**config.mk**
```make
export PLATFORM = sky130hd
export DESIGN_NAME = csr_access_arbiter
export DESIGN_NICKNAME = d
export VERILOG_FILES = /design/src/rtl/csr_access_arbiter.sv
export SDC_FILE = /design/constraint.sdc
export NUM_CORES = 1
export LEC_CHECK = 0
export ABC_CLOCK_PERIOD_IN_PS = 1700
export CORE_UTILIZATION = 43
export CTS_CLUSTER_SIZE = 24
export DETAILED_ROUTE_END_ITERATION = 8
export GPL_TIMING_DRIVEN = 0
export PLACE_DENSITY = 0.77
export REMOVE_ABC_BUFFERS = 1
export SYNTH_ARGS = -nofsm -noshare
export SYNTH_HDL_FRONTEND = slang
export SYNTH_SLANG_ARGS = --single-unit
```
**constraint.sdc**
```tcl
create_clock -name clk -period 1.7 [get_ports clk]
set_input_delay 0.17 -clock clk [delete_from_list [all_inputs] [get_ports clk]]
set_output_delay 0.17 -clock clk [all_outputs]
set_load 0.03 [all_outputs]
```
**src/rtl/csr_access_arbiter.sv**
```systemverilog
// csr_access_arbiter
// Shares a CSR file between NUM_REQ requesters. Each granted access runs
// read -> optional modify-write -> one-cycle response. Round-robin grant.
module csr_access_arbiter #(
    parameter int NUM_REQ = 2,
    parameter int ADDR_W  = 12,
    parameter int DATA_W  = 32
) (
    input  logic                        clk,
    input  logic                        rst,
    input  logic [NUM_REQ-1:0]          req_valid_i,
    output logic [NUM_REQ-1:0]          req_ready_o,
    input  logic [NUM_REQ*ADDR_W-1:0]   req_addr_i,
    input  logic [NUM_REQ*2-1:0]        req_op_i,
    input  logic [NUM_REQ*DATA_W-1:0]   req_wdata_i,
    output logic [NUM_REQ-1:0]          rsp_valid_o,
    output logic [DATA_W-1:0]           rsp_rdata_o,
    output logic                        rsp_err_o,
    output logic                        csr_access_o,
    output logic [ADDR_W-1:0]           csr_addr_o,
    input  logic [DATA_W-1:0]           csr_rdata_i,
    input  logic                        csr_illegal_i,
    output logic                        csr_we_o,
    output logic [DATA_W-1:0]           csr_wdata_o
);

    localparam int GW = (NUM_REQ > 1) ? $clog2(NUM_REQ) : 1;

    localparam logic [1:0] OP_NONE  = 2'b00;
    localparam logic [1:0] OP_WRITE = 2'b01;
    localparam logic [1:0] OP_SET   = 2'b10;
    localparam logic [1:0] OP_CLEAR = 2'b11;

    localparam logic [NUM_REQ-1:0] ONE_HOT0 = {{(NUM_REQ-1){1'b0}}, 1'b1};

    typedef enum logic [1:0] {
        ST_IDLE  = 2'd0,
        ST_READ  = 2'd1,
        ST_WRITE = 2'd2,
        ST_RESP  = 2'd3
    } state_t;

    // Read-modify-write combine of the old CSR value with the request data.
    function automatic logic [DATA_W-1:0] apply_op(
        input logic [1:0]        op,
        input logic [DATA_W-1:0] old_val,
        input logic [DATA_W-1:0] mask
    );
        logic [DATA_W-1:0] res;
        case (op)
            OP_WRITE: res = mask;
            OP_SET:   res = old_val | mask;
            OP_CLEAR: res = old_val & ~mask;
            default:  res = old_val;
        endcase
        return res;
    endfunction

    state_t              state_r;
    state_t              next_s;
    logic [GW-1:0]       last_grant_r;
    logic [GW-1:0]       id_r;
    logic [ADDR_W-1:0]   addr_r;
    logic [1:0]          op_r;
    logic [DATA_W-1:0]   wdata_r;
    logic [DATA_W-1:0]   old_r;
    logic                err_r;

    logic                access_r;
    logic [ADDR_W-1:0]   caddr_r;
    logic                we_r;
    logic [DATA_W-1:0]   cwdata_r;
    logic [NUM_REQ-1:0]  rsp_valid_r;
    logic [DATA_W-1:0]   rsp_rdata_r;
    logic                rsp_err_r;

    logic                grant_found_s;
    logic [GW-1:0]       grant_idx_s;
    logic [GW-1:0]       cand_s;
    logic                hit_s;
    logic [NUM_REQ-1:0]  ready_s;
    logic [ADDR_W-1:0]   sel_addr_s;
    logic [1:0]          sel_op_s;
    logic [DATA_W-1:0]   sel_wdata_s;
    logic [DATA_W-1:0]   rd_val_s;
    logic                err_s;
    logic [DATA_W-1:0]   mod_val_s;

    // Round-robin search: first valid requester after the last grant.
    always_comb begin
        grant_found_s = 1'b0;
        grant_idx_s   = '0;
        cand_s        = '0;
        hit_s         = 1'b0;
        for (int k = 1; k <= NUM_REQ; k++) begin
            cand_s        = GW'((int'(last_grant_r) + k) % NUM_REQ);
            hit_s         = !grant_found_s && req_valid_i[cand_s];
            grant_idx_s   = hit_s ? cand_s : grant_idx_s;
            grant_found_s = grant_found_s | hit_s;
        end
    end

    // Accept strobe and the granted requester's fields.
    always_comb begin
        ready_s     = '0;
        sel_addr_s  = req_addr_i[grant_idx_s*ADDR_W +: ADDR_W];
        sel_op_s    = req_op_i[grant_idx_s*2 +: 2];
        sel_wdata_s = req_wdata_i[grant_idx_s*DATA_W +: DATA_W];
        if ((state_r == ST_IDLE) && grant_found_s && !rst) begin
            ready_s = ONE_HOT0 << grant_idx_s;
        end else begin
            ready_s = '0;
        end
    end

    // Read-phase evaluation: an unimplemented CSR reads back as zero.
    always_comb begin
        rd_val_s  = csr_illegal_i ? '0 : csr_rdata_i;
        err_s     = csr_illegal_i |
                    ((op_r != OP_NONE) && (addr_r[ADDR_W-1 -: 2] == 2'b11));
        mod_val_s = apply_op(op_r, rd_val_s, wdata_r);
    end

    // Next-state logic for the access sequencer.
    always_comb begin
        next_s = state_r;
        case (state_r)
            ST_IDLE: begin
                if (|ready_s) begin
                    next_s = ST_READ;
                end else begin
                    next_s = ST_IDLE;
                end
            end
            ST_READ: begin
                if (err_s || (op_r == OP_NONE)) begin
                    next_s = ST_RESP;
                end else begin
                    next_s = ST_WRITE;
                end
            end
            ST_WRITE: next_s = ST_RESP;
            ST_RESP:  next_s = ST_IDLE;
            default:  next_s = ST_IDLE;
        endcase
    end

    // State register.
    always_ff @(posedge clk) begin
        if (rst) begin
            state_r <= ST_IDLE;
        end else begin
            state_r <= next_s;
        end
    end

    // Capture of the granted request and the round-robin pointer.
    always_ff @(posedge clk) begin
        if (rst) begin
            last_grant_r <= GW'(NUM_REQ - 1);
            id_r         <= '0;
            addr_r       <= '0;
            op_r         <= OP_NONE;
            wdata_r      <= '0;
        end else if (|ready_s) begin
            last_grant_r <= grant_idx_s;
            id_r         <= grant_idx_s;
            addr_r       <= sel_addr_s;
            op_r         <= sel_op_s;
            wdata_r      <= sel_wdata_s;
        end
    end

    // Old value and error status latched during the read cycle.
    always_ff @(posedge clk) begin
        if (rst) begin
            old_r <= '0;
            err_r <= 1'b0;
        end else if (state_r == ST_READ) begin
            old_r <= rd_val_s;
            err_r <= err_s;
        end
    end

    // Registered CSR-file strobes, set up for the state being entered.
    always_ff @(posedge clk) begin
        if (rst) begin
            access_r <= 1'b0;
            caddr_r  <= '0;
            we_r     <= 1'b0;
            cwdata_r <= '0;
        end else begin
            access_r <= (next_s == ST_READ);
            if (next_s == ST_READ) begin
                caddr_r <= sel_addr_s;
            end else if (next_s == ST_WRITE) begin
                caddr_r <= addr_r;
            end else begin
                caddr_r <= '0;
            end
            we_r     <= (next_s == ST_WRITE);
            cwdata_r <= (next_s == ST_WRITE) ? mod_val_s : '0;
        end
    end

    // Response pulse to the owner; data and error hold until the next response.
    always_ff @(posedge clk) begin
        if (rst) begin
            rsp_valid_r <= '0;
            rsp_rdata_r <= '0;
            rsp_err_r   <= 1'b0;
        end else if (next_s == ST_RESP) begin
            rsp_valid_r <= ONE_HOT0 << id_r;
            rsp_rdata_r <= (state_r == ST_READ) ? rd_val_s : old_r;
            rsp_err_r   <= (state_r == ST_READ) ? err_s : err_r;
        end else begin
            rsp_valid_r <= '0;
        end
    end

    assign req_ready_o  = ready_s;
    assign rsp_valid_o  = rsp_valid_r;
    assign rsp_rdata_o  = rsp_rdata_r;
    assign rsp_err_o    = rsp_err_r;
    assign csr_access_o = access_r;
    assign csr_addr_o   = caddr_r;
    assign csr_we_o     = we_r;
    assign csr_wdata_o  = cwdata_r;

endmodule
```
# Word level (Yosys, flattened, before mapping)
# Index checks and enable logic that the tools add are counted.
[classes]
n_addsub = 2
multipliers = 1
order_cmp = 2
eq_ne = 10
shifts = 5
n_mux = 16
bitwise = 7
n_reduce_logical = 13
[op_table]
columns = ["op", "count"]
rows = [
  ["$pmux W32 S3", 1],
  ["$mux W32", 2],
  ["$shiftx A64 B7 Y32", 1],
  ["$and A32 B32 Y32", 1],
  ["$not A32 Y32", 1],
  ["$or A32 B32 Y32", 1],
  ["$mux W12", 2],
  ["$shiftx A24 B6 Y12", 1],
  ["$eq A2 B2 Y1 const B", 7],
  ["$mux W1", 9],
  ["$pmux W2 S4", 1],
  ["$eq A2 B1 Y1 const B", 3],
  ["$reduce_or A2 Y1", 3],
  ["$logic_and A1 B1 Y1", 4],
  ["$logic_not A2 Y1", 2],
  ["$lt A1 B2 Y1 const B", 2],
  ["$shiftx A4 B3 Y2", 1],
  ["$shl A1 B1 Y2 const A", 2],
  ["$mul A1 B2 Y3 const B", 1],
  ["$add A1 B1 Y1 const B", 2],
  ["$logic_not A1 Y1", 2],
  ["$mux W2", 1],
  ["$not A1 Y1", 2],
  ["$or A1 B1 Y1", 2],
  ["other kinds (2)", 2],
]
[word_totals]
regBits = 164
in_bits = 129
out_inout_bits = 83
wordCells = 71

# Depth between registers and ports, before layout
# Gate-level depths: netlist (run 1).
[depth]
word_depth = 15
ltp_mapped = 8
depth_no_buf = 7

# Worst setup path before layout (run 1)
# OpenSTA, ideal clock, no wires.
[synth_path]
path_kind = "reg-to-reg"
start = "register state_r[0]"
end = "register rsp_rdata_r[1] (netlist: rsp_rdata_o[1])"
setup_ns = 0.121
arrival_ns = 1.623
required_ns = 1.579
slack_ns = -0.044
stages_incl_launch_ff = 7
n_path_buf = 1
period_less_slack_ns = 1.744
cell_sequence = "dfxtp_1 > inv_1 > ha_1 > or3_4 > nand4_4 > buf_6 > mux2_2"
[synth_via]
elab_chain_len = 8
elab_cells_between_ends = 12
cone_classes = "eq/ne (4); mux (4); reduce/logical (4)"
[synth_rtl]
columns = ["item", "line_no", "source"]
rows = [
  ["start: declaration", "59", "state_t state_r;"],
  ["start signal: assignment", "153", "state_r <= next_s;"],
  ["$logic_not A2 Y1", "109, 127", ""],
  ["$logic_and A1 B1 Y1 (2 in series)", "109", "if ((state_r == ST_IDLE) && grant_found_s && !rst) begin"],
  ["$mux W2", "109", ""],
  ["$reduce_or A2 Y1", "129", "if (|ready_s) begin"],
  ["$mux W1", "129", ""],
  ["$pmux W2 S4", "127", "case (state_r)"],
  ["$eq A2 B2 Y1", "212", "end else if (next_s == ST_RESP) begin"],
  ["end signal: assignment", "214", "rsp_rdata_r <= (state_r == ST_READ) ? rd_val_s : old_r;"],
  ["end: declaration", "74", "logic [DATA_W-1:0] rsp_rdata_r;"],
]
# Several ways; a longest one is shown, not always the timed one.
# A chain may end at the register's enable or synchronous reset.

# Worst setup path in the final report (run 1)
[layout_path]
start = "register state_r[0]"
end = "register caddr_r[1] (netlist: csr_addr_o[1])"
[layout_via]
elab_chain_len = 10
elab_cells_between_ends = 14
cone_classes = "eq/ne (5); mux (5); reduce/logical (4)"
[layout_rtl]
columns = ["item", "line_no", "source"]
rows = [
  ["$logic_not A2 Y1", "109, 127", ""],
  ["$logic_and A1 B1 Y1 (2 in series)", "109", ""],
  ["$mux W2", "109", ""],
  ["$reduce_or A2 Y1", "129", ""],
  ["$mux W1", "129", ""],
  ["$pmux W2 S4 *", "127", ""],
  ["$eq A2 B2 Y1", "196", "end else if (next_s == ST_WRITE) begin"],
  ["$mux W12", "196", ""],
  ["$mux W12 *", "194", "if (next_s == ST_READ) begin"],
  ["end signal: assignment", "195", "caddr_r <= sel_addr_s;"],
  ["end signal: assignment", "197", "caddr_r <= addr_r;"],
  ["end: declaration", "70", "logic [ADDR_W-1:0] caddr_r;"],
]
# Mark *: on every way between the ends. The rest lies on a longest branch, timed or not.

==> results.json, run 1 <==
{
  "htreeDepth": 4,
  "synthArstFlopShare_pct": 0,
  "cp_data_required_time_ps": 2000,
  "dieArea_sq_mm": 0.0169,
  "drc_errors": 0,
  "drive_gt1_share_pct": 15.7,
  "synth-edff-count": 0,
  "insertion_delay_ps": 420,
  "power_density_mw_per_mm2": 1470,
  "nNetsFinal": 1059,
  "p_leak_nw": 4.00,
  "startpoint_type": "flop",
  "final-setup-viol-count": 83,
  "hold_buffers": 0,
  "port-buffer-count": 211,
  "dr_total_vias": 6113,
  "min_period_ps": 1910,
  "maxCapViolations": 0,
  "synthFlopType": "dfxtp_1",
  "hold_slack_ps": 273,
  "synth_top_area_cell": "dfxtp_1",
  "grt_pass1_wl_microns": 30900,
  "clock_path_buffers": 2,
  "slew_headroom_pct": 47.8,
  "grt_max_degree": 63,
  "drtPass1Iterations": 7,
  "synth_area_sq_mm": 0.00703,
  "critPathMaxFanout": 12,
  "fin_setup_tns_ps": -12170,
  "end_kind": "flop",
  "routabilityCongestion": 0.781,
  "worst_slew_pin_slew_ps": 783,
  "fin_cells": 1155,
  "min_path_type": "in -> reg",
  "area_growth_pct": 51.3,
  "rows": 46,
  "rsz0062_at_grt": "yes",
  "cts_num_sinks": 164,
  "status": "finished with violations",
  "ys_seq_area_share_pct": 46.7,
  "ant_nets": 0,
  "ys_types": 45,
  "grtUsageTotal_pct": 24.2,
  "ios": 212,
  "nFillCells": 1259,
  "place_inst": 1089,
  "fin_crit_sh_pct": 112,
  "mostFrequentLayoutCells": "207 x clkdlybuf4s50_1, 160 x dfxtp_1, 98 x nor2_1",
  "wl_per_cell_microns": 17.9,
  "start_util_pct": 44.1,
  "grt_pass1_vias": 5897,
  "viasPerCell": 5.29,
  "violations": "setup timing",
  "avgSynthCellArea_sq_um": 9.86,
  "n_antenna_cell": 0,
  "cts_tree": "yes",
  "drt-total-wl_microns": 20700,
  "clkTransAtPathRegs_ps": 60,
  "critical_path_arrival_ps": 2210,
  "ys_seq_elements": 164,
  "core_region_area_sq_mm": 0.0159,
  "synth_area_leaders": "dfxtp_1 47%, mux2i_1 10%, nor2_1 6.1%",
  "drt_iter0_markers": 385,
  "ir_worst_vdd_mv": 0.919,
  "antenna_found_initial": 0,
  "dp_slack_ps": -1690,
  "crit_type": "reg -> reg",
  "die_x_microns": 130,
  "synth_warnings": 0,
  "finalMaxSlewViolations": 0,
  "fin_ws_ps": -211,
  "hold_viol_final": 0,
  "grt_overflow": 0,
  "fmax_mhz": 523,
  "dp.final_hpwl_microns": 12000,
  "layout_commonest_cell": "clkdlybuf4s50_1",
  "synth_top_area_share_pct": 46.7,
  "cts_buffers": 17,
  "synth_cells": 713,
  "cts-root-buf": "clkbuf_16",
  "die_y_microns": 130,
  "fin_worst_skew_ps": 10.0
}
## area by class of cell
cell class / instances / area, sq um / area share [%]
clock buffer: 21 / 460 / 4.33
clock inverter: 11 / 199 / 1.87
inverter: 9 / 55.1 / 0.518
multi-input combinational: 485 / 3690 / 34.7
sequential: 164 / 3300 / 31.0
tap: 216 / 270 / 2.54
timing repair buffer: 248 / 2650 / 24.9
timing repair inverter: 1 / 7.51 / 0.0706
## repair_timing
action / in CTS / in global routing
buffers inserted: 20 / 7
endpoints found under the setup margin: 154 / 108
gates cloned: 5 / 3
gates resized for setup: 64 / 46
endpoints found under the hold margin: 0 / 0
pin swaps: 16 / 22
## metal layers
metal	up-vias	part of all wire [%]	GRT usage, %
li1	2955	-	-
met1	2896	43	29.4
met2	223	49	41.3
met3	39	6.0	6.15
met4	0	1.9	9.03
met5	-	0	0
## state kept, by name, indices dropped and copies added, names as in the netlist
| signal | count |
|---|---|
| rsp_err_o | 1 |
| csr_we_o | 1 |
| rsp_valid_o | 2 |
| csr_access_o | 1 |
| csr_wdata_o | 32 |
| addr_r | 12 |
| op_r | 2 |
| err_r | 1 |
| id_r | 1 |
| rsp_rdata_o | 32 |
| wdata_r | 32 |
| old_r | 32 |
| csr_addr_o | 12 |
| last_grant_r | 1 |
| state_r | 2 |
## stage by stage
step,total power [mW],area [sq um],util [%]
6_report,15.6,10600,66.7
3_5_place_dp,9.81,9280,58.2
4_1_cts,15.2,10400,65.1
5_1_grt,16.3,10600,66.7
2_1_floorplan,7.92,6720,-
3_3_place_gp,9.59,9100,57.1
## cells in the mapped netlist, types with 4 or more instances
library cell,n
a211oi_1,39
a21oi_1,22
a221oi_1,21
a222oi_1,7
a22oi_1,11
buf_2,18
buf_6,8
clkbuf_1,27
dfxtp_1,164
ha_1,4
inv_1,7
mux2_1,15
mux2_2,6
mux2_4,12
mux2i_1,72
nand2b_1,45
nand3_1,22
nor2_1,115
nor2b_1,43
o21ai_0,11
o2bb2ai_1,11
## path summary, 6_finish.rpt
kind / startpoint / end / depth (start not counted) / slack, ps
max: state_r[0]$_SDFF_PP0_ / csr_addr_o[1]$_SDFF_PP0_ / 9 / -210
min: rst / wdata_r[25]$_SDFFE_PP0P_ / 2 / 270
max reg2reg: state_r[0]$_SDFF_PP0_ / csr_addr_o[1]$_SDFF_PP0_ / 9 / -210
min reg2reg: addr_r[2]$_SDFFE_PP0P_ / csr_addr_o[2]$_SDFF_PP0_ / 1 / 460
## worst max-delay path: stages (launching register included)
cell and delay, ps:
dfxtp_4 380, inv_6 50, ha_4 160, or3_4 420, buf_12 150, buf_6 110
buf_4 120, nand4_1 150, buf_12 170, o2bb2ai_1 60
## kinds of logic after synthesis
kind of cell	share of synthesized area [%]
and+or+nand+nor	17.5
xor gates and xnor gates	0.125
DFF	46.7
AOI/OAI and AO/OA	13.9
adders and majority gates	0.712
buffers and inverters	4.86
muxes	16.2
## where the power goes
group | switching [mW] | internal, mW
combinational | 3.37 | 2.90
sequential | 0.508 | 4.59
clock | 1.56 | 2.70
(Power assumes the default switching activity.)
==> inputs of run 2 (changes only) <==
==> config.mk (replaced) <==
export PLATFORM = sky130hd
export DESIGN_NAME = csr_access_arbiter
export DESIGN_NICKNAME = d
export VERILOG_FILES = /design/src/rtl/csr_access_arbiter.sv
export SDC_FILE = /design/constraint.sdc
export NUM_CORES = 1
export LEC_CHECK = 0
export ABC_CLOCK_PERIOD_IN_PS = 2300
export CORE_UTILIZATION = 51
export CTS_CLUSTER_SIZE = 24
export DETAILED_ROUTE_END_ITERATION = 8
export GPL_TIMING_DRIVEN = 0
export PLACE_DENSITY = 0.86
export REMOVE_ABC_BUFFERS = 1
export SETUP_SLACK_MARGIN = 0.15
export SYNTH_ARGS = -nofsm -noshare
export SYNTH_HDL_FRONTEND = slang
export SYNTH_SLANG_ARGS = --single-unit
==> constraint.sdc (replaced) <==
create_clock -name clk -period 2.3 [get_ports clk]
set_input_delay 0.23 -clock clk [delete_from_list [all_inputs] [get_ports clk]]
set_output_delay 0.23 -clock clk [all_outputs]
set_load 0.03 [all_outputs]
==> run 2 against run 1 <==
  * The flow now finishes without violations
  * Critical path depth down 3
  * Routed wire length decreased by 9.2%
  * Sequential share of layout area up 2.0 points
  * Cell area down 6.3%
  * Sequential cell count is the same
  * Total power fell by 34%
  * Register-to-register slack improved by 480 ps
  * Via count shrank 1.9%
  * Combinational power decreased by 40%
  * Worst setup slack better by 420 ps
  * Clock-buffer cell count shrank 4
==> results.json, run 2 (same netlist as run 1, synthesis figures left out) <==
{
  "die_x_microns": 119,
  "fin_worst_skew_ps": 9.39,
  "routabilityCongestion": 0.774,
  "critical_path_arrival_ps": 1860,
  "power_density_mw_per_mm2": 1030,
  "ir_worst_vdd_mv": 0.566,
  "fmax_mhz": 478,
  "grt_max_degree": 62,
  "drt_iter0_markers": 370,
  "hold_buffers": 0,
  "drt-total-wl_microns": 18800,
  "final-setup-viol-count": 0,
  "nNetsFinal": 1034,
  "cts_tree": "yes",
  "cts_buffers": 17,
  "n_antenna_cell": 0,
  "worstPathCellList": "inv_1 -> ha_2 -> nor2b_2 -> nand2_2 -> clkinvlp_4 -> clkdlybuf4s15_2",
  "r2r_cells": 7,
  "finalMaxSlewViolations": 0,
  "port-buffer-count": 211,
  "fin_ws_ps": 206,
  "mostFrequentLayoutCells": "205 x clkdlybuf4s50_1, 162 x dfxtp_1, 115 x nor2_1",
  "layout_commonest_cell": "clkdlybuf4s50_1",
  "grtUsageTotal_pct": 25.8,
  "worst_slew_pin_slew_ps": 932,
  "drc_errors": 0,
  "core_region_area_sq_mm": 0.0133,
  "worstHoldPathCells": 2,
  "post-route-cell-area_sq_mm": 0.00996,
  "start_util_pct": 52.7,
  "grt_overflow": 0,
  "rows": 42,
  "area_growth_pct": 41.8,
  "nFillCells": 960,
  "clock_path_buffers": 2,
  "cts-root-buf": "clkbuf_16",
  "rsz0062_at_grt": "no",
  "drtPass1Iterations": 5,
  "place_area_sq_mm": 0.00923,
  "fin_crit_sh_pct": 91.0,
  "critPathMaxFanout": 4,
  "slowest_delay_ps": 380,
  "hold_viol_final": 0,
  "cts_num_sinks": 164,
  "ios": 212,
  "dr_total_vias": 5998,
  "maxCapViolations": 0,
  "status": "completed",
  "r2r_slack_ps": 270,
  "clkTransAtPathRegs_ps": 60,
  "dp.final_hpwl_microns": 12000,
  "htreeDepth": 4,
  "min_period_ps": 2090,
  "ant_nets": 0,
  "dieArea_sq_mm": 0.0143,
  "dp_slack_ps": -1050,
  "p_leak_nw": 3.75,
  "grt_pass1_vias": 5709,
  "crit_type": "reg -> out",
  "drive_gt1_share_pct": 9.96,
  "die_y_microns": 119,
  "slew_headroom_pct": 37.9,
  "insertion_delay_ps": 430,
  "startpoint_type": "flop",
  "min_path_type": "in -> reg",
  "crit_slowest_cell": "dfxtp_1",
  "grt_pass1_wl_microns": 28300,
  "viasPerCell": 5.50,
  "antenna_found_initial": 0,
  "wl_per_cell_microns": 17.3,
  "cp_data_required_time_ps": 2070,
  "end_kind": "output pin"
}
## run 2: changes by cell type in the layout (fill, tap and decap cells not counted), moves of 4 or more
cell,change
inv_1,+4
buf_4,-9
nor2_1,+17
mux2_1,+6
mux2_2,+6
clkbuf_16,-4
mux2_4,-12
buf_12,-4
buf_6,-8
nor2_4,-16
## run 2: layout make-up
cell class | instances | area, sq um | area share [%]
multi-input combinational | 484 | 3480 | 35.0
sequential | 164 | 3290 | 33.0
timing repair buffer | 225 | 2350 | 23.6
clock buffer | 17 | 425 | 4.27
tap | 176 | 220 | 2.21
clock inverter | 15 | 158 | 1.58
inverter | 9 | 37.5 | 0.377
## run 2: metal layers
layer | global-route usage, % | wire, microns | vias to the layer above
met2 | 45.6 | 9370 | 215
met1 | 29.2 | 7760 | 2847
li1 | - | - | 2892
met4 | 13.5 | 703 | 0
met5 | 0 | 0 | -
met3 | 5.32 | 979 | 44
## run 2: path summary, 6_finish.rpt
check	end	startpoint
worst min register to register	rsp_valid_o[0]$_SDFF_PP0_	id_r$_SDFFE_PP0P_
worst max register to register	csr_addr_o[10]$_SDFF_PP0_	state_r[0]$_SDFF_PP0_
worst max-delay path	req_ready_o[1]	state_r[0]$_SDFF_PP0_
worst min-delay path	wdata_r[21]$_SDFFE_PP0P_	rst
## run 2: repair_timing
action	CTS	global route
resized for setup	14	10
pin swaps	0	4
gates cloned	1	1
buffers inserted	1	6
setup endpoints to repair	102	58
## run 2: critical path, delay by kind of cell (launching register included)
family                     cells  cell delay [ps]
and+or+nand+nor                2              310
buffers and inverters          3              510
adders and majority gates      1              230
DFF                            1              380
## run 2: through the flow
stage / hold slack [ps] / utilization, % / setup TNS (ps) / std cells / power [mW]
detailed placement: 429 / 69.1 / -81310 / 1049 / 7.24
CTS: 318 / 73.9 / 0 / 1083 / 10.1
global placement: 417 / 67.8 / -466860 / 1042 / 7.04
floorplan: 302 / - / -25510 / 655 / 5.85
finish: 339 / 74.7 / 0 / 1090 / 10.3
global route: 350 / 74.7 / 0 / 1090 / 10.7
## run 2: where the power goes
group	switching, mW	internal [mW]	total [mW]	leakage, nW
logic	2.14	1.61	3.75	2.14
clock network	1.20	1.60	2.80	0.276
registers	0.350	3.38	3.73	1.34
==> inputs of run 3 (changes only) <==
--- a/config.mk
+++ b/config.mk
@@ -13,6 +13,7 @@
 export PLACE_DENSITY = 0.86
 export REMOVE_ABC_BUFFERS = 1
 export SETUP_SLACK_MARGIN = 0.15
+export SKIP_CTS_REPAIR_TIMING = 1
 export SYNTH_ARGS = -nofsm -noshare
 export SYNTH_HDL_FRONTEND = slang
 export SYNTH_SLANG_ARGS = --single-unit
==> run 3 against run 2 <==
  * Core utilization is 0.22 points lower
  * Maximum frequency is 1.6% lower
  * Global-route usage is 0.37 points lower
  * Critical path depth is 1 higher
  * Clock power hardly changed
  * Critical path type is now in -> out
  * Critical endpoint unchanged
  * Largest cell class unchanged
  * Largest power group is now sequential cells
==> results.json, run 3 (same netlist as run 1, synthesis figures left out) <==
{
  "nNetsFinal": 1033,
  "hold_viol_final": 0,
  "drive_gt1_share_pct": 9.64,
  "ir_worst_vdd_mv": 0.567,
  "slowest_delay_ps": 570,
  "p_sw_mw": 3.68,
  "fin_ws_ps": 171,
  "maxCapViolations": 0,
  "clock_path_buffers": 2,
  "seq_power_share_pct": 36.4,
  "fmax_mhz": 470,
  "drtPass1Iterations": 5,
  "min_period_ps": 2130,
  "final-setup-viol-count": 0,
  "grt_overflow": 0,
  "cts_num_sinks": 164,
  "dieArea_sq_mm": 0.0143,
  "drc_errors": 0,
  "combPwrFrac_pct": 36.3,
  "cts_buffers": 17,
  "routabilityCongestion": 0.774,
  "n_antenna_cell": 0,
  "dr_total_vias": 5976,
  "worstPathCellList": "clkdlybuf4s50_1 -> a21boi_4 -> buf_16 -> buf_16 -> nand2_1 -> clkinvlp_4 -> buf_2",
  "htreeDepth": 4,
  "crit_type": "in -> out",
  "ios": 212,
  "antenna_found_initial": 0,
  "cts_tree": "yes",
  "grt_pass1_vias": 5657,
  "crit_path_frequent_cell": "buf_16",
  "drt_iter0_markers": 378,
  "viasPerCell": 5.49,
  "slew_headroom_pct": 38.8,
  "area_growth_pct": 41.3,
  "status": "completed",
  "start_util_pct": 52.7,
  "insertion_delay_ps": 430,
  "min_path_type": "in -> reg",
  "dp.final_hpwl_microns": 12000,
  "cts-root-buf": "clkbuf_16",
  "p_int_mw": 6.59,
  "fin_worst_skew_ps": 9.38,
  "switching_share_pct": 35.8,
  "p_leak_nw": 3.72,
  "end_kind": "output pin",
  "die_x_microns": 119,
  "critical_path_arrival_ps": 1900,
  "clkTransAtPathRegs_ps": 60,
  "drt-total-wl_microns": 18700,
  "ant_nets": 0,
  "rows": 42,
  "rsz0062_at_grt": "yes",
  "grtUsageTotal_pct": 25.5,
  "final_core_util_pct": 74.4,
  "crit_slowest_cell": "clkdlybuf4s50_1",
  "port-buffer-count": 211,
  "mostFrequentLayoutCells": "207 x clkdlybuf4s50_1, 162 x dfxtp_1, 115 x nor2_1",
  "fin_crit_sh_pct": 92.6,
  "cp_data_required_time_ps": 2070,
  "core_region_area_sq_mm": 0.0133,
  "dp_slack_ps": -1050,
  "grt_max_degree": 62,
  "power_density_mw_per_mm2": 1030,
  "startpoint_type": "input pin",
  "critPathMaxFanout": 19,
  "die_y_microns": 119,
  "layout_commonest_cell": "clkdlybuf4s50_1",
  "grt_pass1_wl_microns": 28000,
  "wl_per_cell_microns": 17.2,
  "worst_slew_pin_slew_ps": 918,
  "finalMaxSlewViolations": 0,
  "clockPowerShare_pct": 27.3
}
==> run 3: worst max-delay path, delay by kind of cell <==
family / cells / cell delay (ps)
simple gates: 1 / 130
compound gates: 1 / 280
buf+inv: 5 / 1250
==> run 3: through the flow <==
| step | TNS (ps) | instances | hold WS (ps) | power [mW] | area [sq um] |
|---|---|---|---|---|---|
| floorplan | -25510 | 655 | 302 | 5.85 | 6720 |
| global route | 0 | 1089 | 347 | 10.7 | 9930 |
| CTS | -35360 | 1081 | 318 | 10.0 | 9810 |
| finish | 0 | 1089 | 343 | 10.3 | 9930 |
| detailed placement | -81310 | 1049 | 429 | 7.24 | 9230 |
| global placement | -466860 | 1042 | 417 | 7.04 | 9050 |
==> run 3: layout make-up <==
type	count	area [sq um]
multi-input cells	484	3480
fillers	960	3410
flip-flops and latches	164	3290
repair buffers	224	2330
clock buffers	17	425
well taps	176	220
clock inverters	15	158
inverters	9	37.5
==> run 3: worst paths after layout <==
kind	start	to	slack, ps	depth (start not counted)
setup / recovery	req_valid_i[1]	req_ready_o[1]	170	7
hold reg to reg	id_r$_SDFFE_PP0P_	rsp_valid_o[0]$_SDFF_PP0_	450	1
setup reg to reg	state_r[0]$_SDFF_PP0_	addr_r[10]$_SDFFE_PP0P_	290	5
hold / removal	rst	wdata_r[12]$_SDFFE_PP0P_	340	2
==> run 3: layer usage <==
layer,vias up,global-route usage (%),part of all wire [%]
met2,208,45.0,50
met3,43,5.32,5.2
li1,2891,-,-
met1,2834,28.4,41
met4,0,14.0,3.6
met5,-,0,0
==> run 3: power by group through the flow <==
stage	sequential [mW]	combinational [mW]	clock, mW
2_1_floorplan	4.17	1.69	0
3_3_place_gp	3.80	3.24	0
3_5_place_dp	3.78	3.46	0
4_1_cts	3.72	3.49	2.82
5_1_grt	3.78	3.97	2.95
6_report	3.73	3.73	2.80
